File: src/rtl/asic_rmr2_ctrl.sv
// Gate Array mode/ROM control: decodes Z80 writes to &7Fxx into the RMR register and,
// while ASIC features are unlocked, the RMR2 register; drives memory-map selects.
module asic_rmr2_ctrl #(
    parameter logic [4:0] RMR2_RESET = 5'b00000,
    parameter logic [1:0] ASIC_LOC   = 2'b11
) (
    input  logic        clk,
    input  logic        reset_b,
    input  logic        ioreq_b,
    input  logic        wr_b,
    input  logic        mreq_b,
    input  logic [15:0] adr,
    input  logic [7:0]  data,
    input  logic        enf,
    output logic [1:0]  mode,
    output logic        lrom_dis,
    output logic        urom_dis,
    output logic        int_clr,
    output logic [1:0]  lrom_loc,
    output logic [2:0]  cart_page,
    output logic        asic_page_en,
    output logic        asic_cs
);

    typedef enum logic [1:0] {
        IDLE   = 2'd0,
        COMMIT = 2'd1,
        HOLD   = 2'd2
    } state_t;

    state_t      state;
    state_t      state_nxt;
    logic        stb;
    logic        stb_q;
    logic        enf_q;
    logic        enf_s;
    logic [7:0]  data_q;
    logic [4:0]  rmr2;
    logic        capture;
    logic        rmr_wr;
    logic        rmr2_wr;
    logic        feat_on;
    logic        lock_edge;
    logic        asic_loc_hit;
    logic        adr_unused;

    assign stb          = ~ioreq_b & ~wr_b & (adr[15:14] == 2'b01);
    assign lock_edge    = enf_q & ~enf;
    // Features count as on only if unlocked both at sample time and at commit, so a
    // lock arriving mid-write turns an RMR2-looking byte into an RMR write.
    assign feat_on      = enf_s & enf;
    assign adr_unused   = ^adr[13:0];

    // State register and strobe/enable history
    always_ff @(posedge clk or negedge reset_b) begin
        if (!reset_b) begin
            state <= IDLE;
            stb_q <= 1'b0;
            enf_q <= 1'b0;
        end else begin
            state <= state_nxt;
            stb_q <= stb;
            enf_q <= enf;
        end
    end

    // Next-state logic: one commit per I/O write regardless of its length
    always_comb begin
        state_nxt = state;
        case (state)
            IDLE:    if (stb && !stb_q) state_nxt = COMMIT;
            COMMIT:  state_nxt = stb ? HOLD : IDLE;
            HOLD:    if (!stb) state_nxt = IDLE;
            default: state_nxt = IDLE;
        endcase
    end

    // Output logic: capture strobe, register write enables, interrupt-clear pulse
    always_comb begin
        capture = 1'b0;
        rmr_wr  = 1'b0;
        rmr2_wr = 1'b0;
        int_clr = 1'b0;
        if (state == IDLE && stb && !stb_q) begin
            capture = 1'b1;
        end
        if (state == COMMIT) begin
            if (data_q[7:6] == 2'b10 && !(data_q[5] && feat_on)) begin
                rmr_wr  = 1'b1;
                int_clr = data_q[4];
            end
            if (data_q[7:5] == 3'b101 && feat_on) begin
                rmr2_wr = 1'b1;
            end
        end
    end

    // Write data and feature state captured on the clock entering COMMIT
    always_ff @(posedge clk or negedge reset_b) begin
        if (!reset_b) begin
            data_q <= 8'h00;
            enf_s  <= 1'b0;
        end else if (capture) begin
            data_q <= data;
            enf_s  <= enf;
        end
    end

    always_ff @(posedge clk or negedge reset_b) begin
        if (!reset_b) begin
            mode     <= 2'b00;
            lrom_dis <= 1'b0;
            urom_dis <= 1'b0;
        end else if (rmr_wr) begin
            mode     <= data_q[1:0];
            lrom_dis <= data_q[2];
            urom_dis <= data_q[3];
        end
    end

    // Locking forces RMR2 back to its reset value
    always_ff @(posedge clk or negedge reset_b) begin
        if (!reset_b) begin
            rmr2 <= RMR2_RESET;
        end else if (lock_edge) begin
            rmr2 <= RMR2_RESET;
        end else if (rmr2_wr) begin
            rmr2 <= data_q[4:0];
        end
    end

    assign asic_loc_hit = (rmr2[4:3] == ASIC_LOC);
    assign lrom_loc     = asic_loc_hit ? 2'b00 : rmr2[4:3];
    assign cart_page    = rmr2[2:0];
    assign asic_page_en = asic_loc_hit & enf;
    assign asic_cs      = asic_page_en & ~mreq_b & (adr[15:14] == 2'b01);

endmodule

File: config.mk
export PLATFORM = sky130hd
export DESIGN_NAME = asic_rmr2_ctrl
export DESIGN_NICKNAME = d
export VERILOG_FILES = /design/src/rtl/asic_rmr2_ctrl.sv
export SDC_FILE = /design/constraint.sdc
export NUM_CORES = 1
export LEC_CHECK = 0
export ABC_AREA = 1
export CAP_MARGIN = 0
export CORE_AREA = 5 5 56 63
export DETAILED_ROUTE_END_ITERATION = 6
export DIE_AREA = 0 0 61 68
export GPL_ROUTABILITY_DRIVEN = 0
export GPL_TIMING_DRIVEN = 0
export MAX_ROUTING_LAYER = met4
export PLACE_DENSITY = 0.68
export SLEW_MARGIN = 20
export SYNTH_ARGS = -nofsm -noshare
export SYNTH_HDL_FRONTEND = slang
export SYNTH_SLANG_ARGS = --single-unit
File: constraint.sdc
create_clock -name clk -period 1.1 [get_ports clk]
set_input_delay 0.11 -clock clk [delete_from_list [all_inputs] [get_ports clk]]
set_output_delay 0.11 -clock clk [all_outputs]
set_load 0.02 [all_outputs]
==> out/results.env <==
FRACTION_OF_LAYOUT_CELLS_WITH_A_SIZE_SUFFIX_ABOVE_1=0.376
IO_BUFFER_COUNT=27
FINISH.NET_COUNT=189
H-TREE-DEPTH=1
TIMING.FINAL.CRIT_SHARE=1.27
IR_DROP_mV=0.687
DESIGN.DIE.AREA_UM2=4150
CELL_INTERNAL_PWR_mW=1.18
DESIGN_AREA_UM2=1480
GRT_ANTENNA_BEFORE_REPAIR=0
POWER.DENSITY_nW_PER_UM2=1110
DETAILEDPLACEMENTHPWL_MM=1.56
SYNTHESIS.INSTANCES=112
VIAS_PER_CELL=4.57
INSERTION_DELAY_NS=0.28
SYNTH_AREA_LEADER_CELL='dfrtp_1'
P_LEAK_nW=0.813
CTS.REPORTEDPATHS.CLKPINSLEW_NS=0.11
FINAL_STANDARD_CELL_COUNT_WITH_TAPS_INCLUDED_AND_FILLERS_EXCLUDED=191
PLACED_CELLS=173
NUMCTSBUFFERS=3
SYNTH.FF_LATCH_COUNT=22
SEQUENTIALPOWERSHARE=0.600
CRIT_PATH_START_KIND='flop'
MAXCAPVIOLATIONS=0
SLEW_VIOLATIONS=0
GRT_FIRST_PASS_WIRELENGTH_MM=3.53
GRT_UTIL_ALL_LAYERS=0.117
CTS_TREE='built'
CORE_REGION_AREA_UM2=2890
STATUS='complete, but fails checks'
GLOBALROUTE.TOTALOVERFLOW=0
SHORTEST_CLOCK_PERIOD_THE_WORST_PATH_ALLOWS_AFTER_LAYOUT_NS=1.40
DETAIL_ROUTE.WL_PER_CELL_UM=11.2
TIMING_WORST_SETUP_PATH_TYPE='reg -> out'
CTS_NUM_SINKS=22
TIGHTESTPINTRANSITION_NS=0.960
GRT_SETUP_UNREPAIRED='true'
LAYOUT-AREA-OVERHEAD-VS-SYNTH_PCT=49.2
CLOCK_POWER_SHARE=0.204
MAPPEDNETLISTNETS=142
LAYOUT.CELLS.MOST_COMMON_LIST='nand2_1 (32), dfrtp_1 (22), buf_4 (20)'
COMBPWRFRAC=0.196
IOS=42
REG2REG_FROM='state[1]'
VIOLATIONS='negative hold slack, negative setup slack'
REPORT.FINAL.SETUP_VIOL=22
CTS-ROOT-TO-SINK-BUFFERS=2
SYNTHESIS.AREA_UM2=991
END_KIND='output port'
DIE_X_UM=61
SYNTH-WARNING-COUNT=0
CRIT_PATH_MAX_FANOUT=2
LAYOUT.CELLS.MOST_COMMON='nand2_1'
SYNTH.TOP_CELLS.BY_AREA='dfrtp_1 (56%), nand2_1 (14%), nand3_1 (12%)'
TIMING.HOLD.WS_NS=-0.0429
NUM_ANTENNA_CELLS=0
VIAS_IN_THE_FIRST_GLOBAL_ROUTE=866
YOSYS.AREA.TOP_TYPE_SHARE=0.556
CP-STARTPOINT='state[1]'
MAXCLOCKFREQUENCY_GHz=0.713
REPORT.POWER.TOTAL_mW=1.64
FINALHOLDVIOLATIONS=22
PRE_CTS_SLACK_NS=-0.635
SWITCHING_POWER_SUMMED_OVER_ALL_NETS_mW=0.462
MAXSLEWHEADROOM=0.359
TIMING.REG2REG.WORST_PATH_DEPTH=10
ANTENNA_VIOLATING_NETS_POST_ROUTE=0
DRT-INITIAL-DRC-COUNT=6
DRCVIOLATIONCOUNT=0
FIRST_PASS_ITERATION_COUNT_OF_THE_DETAILED_ROUTER=4
GRT_MAX_DEGREE=23
VERTICAL_EXTENT_OF_THE_DIE_UM=68
WORSTHOLDPATHTYPE='in -> async'
YOSYSUNIQUECELLTYPES=16
PLACED_AREA_UM2=1310
ROWS=21
CTSROOTBUFFERMASTER='clkbuf_4'
FINAL.SETUP.WORST_SLACK_NS=-0.302
SHARE_OF_SYNTHESIZED_AREA_OCCUPIED_BY_FLIP_FLOPS_AND_LATCHES=0.556
POWER.SWITCHING_FRACTION=0.282
WORSTPATHARRIVAL_NS=1.29
ROUTE.VIAS.TOTAL=873
WORST_CLOCK_SKEW_ON_THE_FINAL_LAYOUT_NS=0.00166
REGTOREGSETUPSLACK_NS=-0.21
FLOORPLAN.INITIALDENSITY=0.343
WORSTREG2REGEND='rmr2[3]'
AVGSYNTHCELLAREA_UM2=8.85
FINALWIRELENGTH_MM=2.13
CRIT_REQUIRED_NS=0.99
## through the flow
step / utilization / setup TNS [ns]
floorplan: - / 0
global placement: 0.454 / -9.27
detailed placement: 0.454 / -10.47
CTS: 0.494 / -3.44
global route: 0.512 / -5.10
finish: 0.512 / -3.14
## registers in the layout, indices dropped and copies added, names as in the netlist
name and count:
enf_s 1, data_q 8, lrom_dis 1, stb_q 1, enf_q 1, rmr2 5, state 2, urom_dis 1
mode 2
## worst max-delay path: stages, from the launching register on
cell and delay [ns]:
dfrtp_1 0.41, inv_2 0.07, nand2_2 0.06, nor2_4 0.11, buf_6 0.12, nand2_4 0.05
nor2_4 0.08, buf_6 0.11
## worst max-delay path by stage
stage                          to  slack, ns  cells past startpoint
after floorplan           int_clr       0.03                      6
after global placement    asic_cs      -0.61                      4
after detailed placement  asic_cs      -0.64                      4
after CTS                 int_clr      -0.33                      7
after global routing      int_clr      -0.38                      7
final                     int_clr      -0.30                      7
## repair_timing
action / CTS / global route
pin swaps: 4 / 2
buffers inserted: 11 / 7
setup endpoints to repair: 25 / 54
hold buffers: 0 / 0
resized for setup: 58 / 15
## synthesized netlist by cell type
master / number
nor2_2: 1
buf_4: 4
dfrtp_1: 22
nor2_1: 3
or2_4: 1
inv_1: 9
nand3_1: 24
nand2_2: 3
inv_2: 2
and3_2: 1
nor2_4: 1
nand2_1: 37
nor2_8: 1
nor3_1: 1
nand3_2: 1
buf_6: 1
## power by group through the flow
stage	sequential [mW]	combinational [mW]	clock, mW
floorplan	1.02	0.127	0
global placement	0.991	0.322	0
detailed placement	0.994	0.329	0
global route	0.995	0.363	0.382
CTS	0.979	0.332	0.352
finish	0.983	0.321	0.335
## metal layers
| layer | wire [µm] | up-vias | GRT usage |
|---|---|---|---|
| li1 | - | 446 | - |
| met1 | 834 | 404 | 0.129 |
| met2 | 1160 | 19 | 0.210 |
| met3 | 97 | 4 | 0.0170 |
| met4 | 40 | 0 | 0.0434 |
| met5 | 0 | - | - |
## layout make-up
class | count | area (µm²)
well taps | 34 | 42.5
multi-input cells | 74 | 423
inverters | 11 | 41.3
flip-flops and latches | 22 | 551
plain buffers | 5 | 45.0
repair buffers | 42 | 354
clock buffers | 3 | 22.5
fillers | 276 | 1410
## cells by family after synthesis
logic type,after synthesis,share of synthesized area
and+or+nand+nor,74,0.361
buffers and inverters,16,0.0833
DFF,22,0.556
No activity file was read; power rests on OpenSTA's default activity.
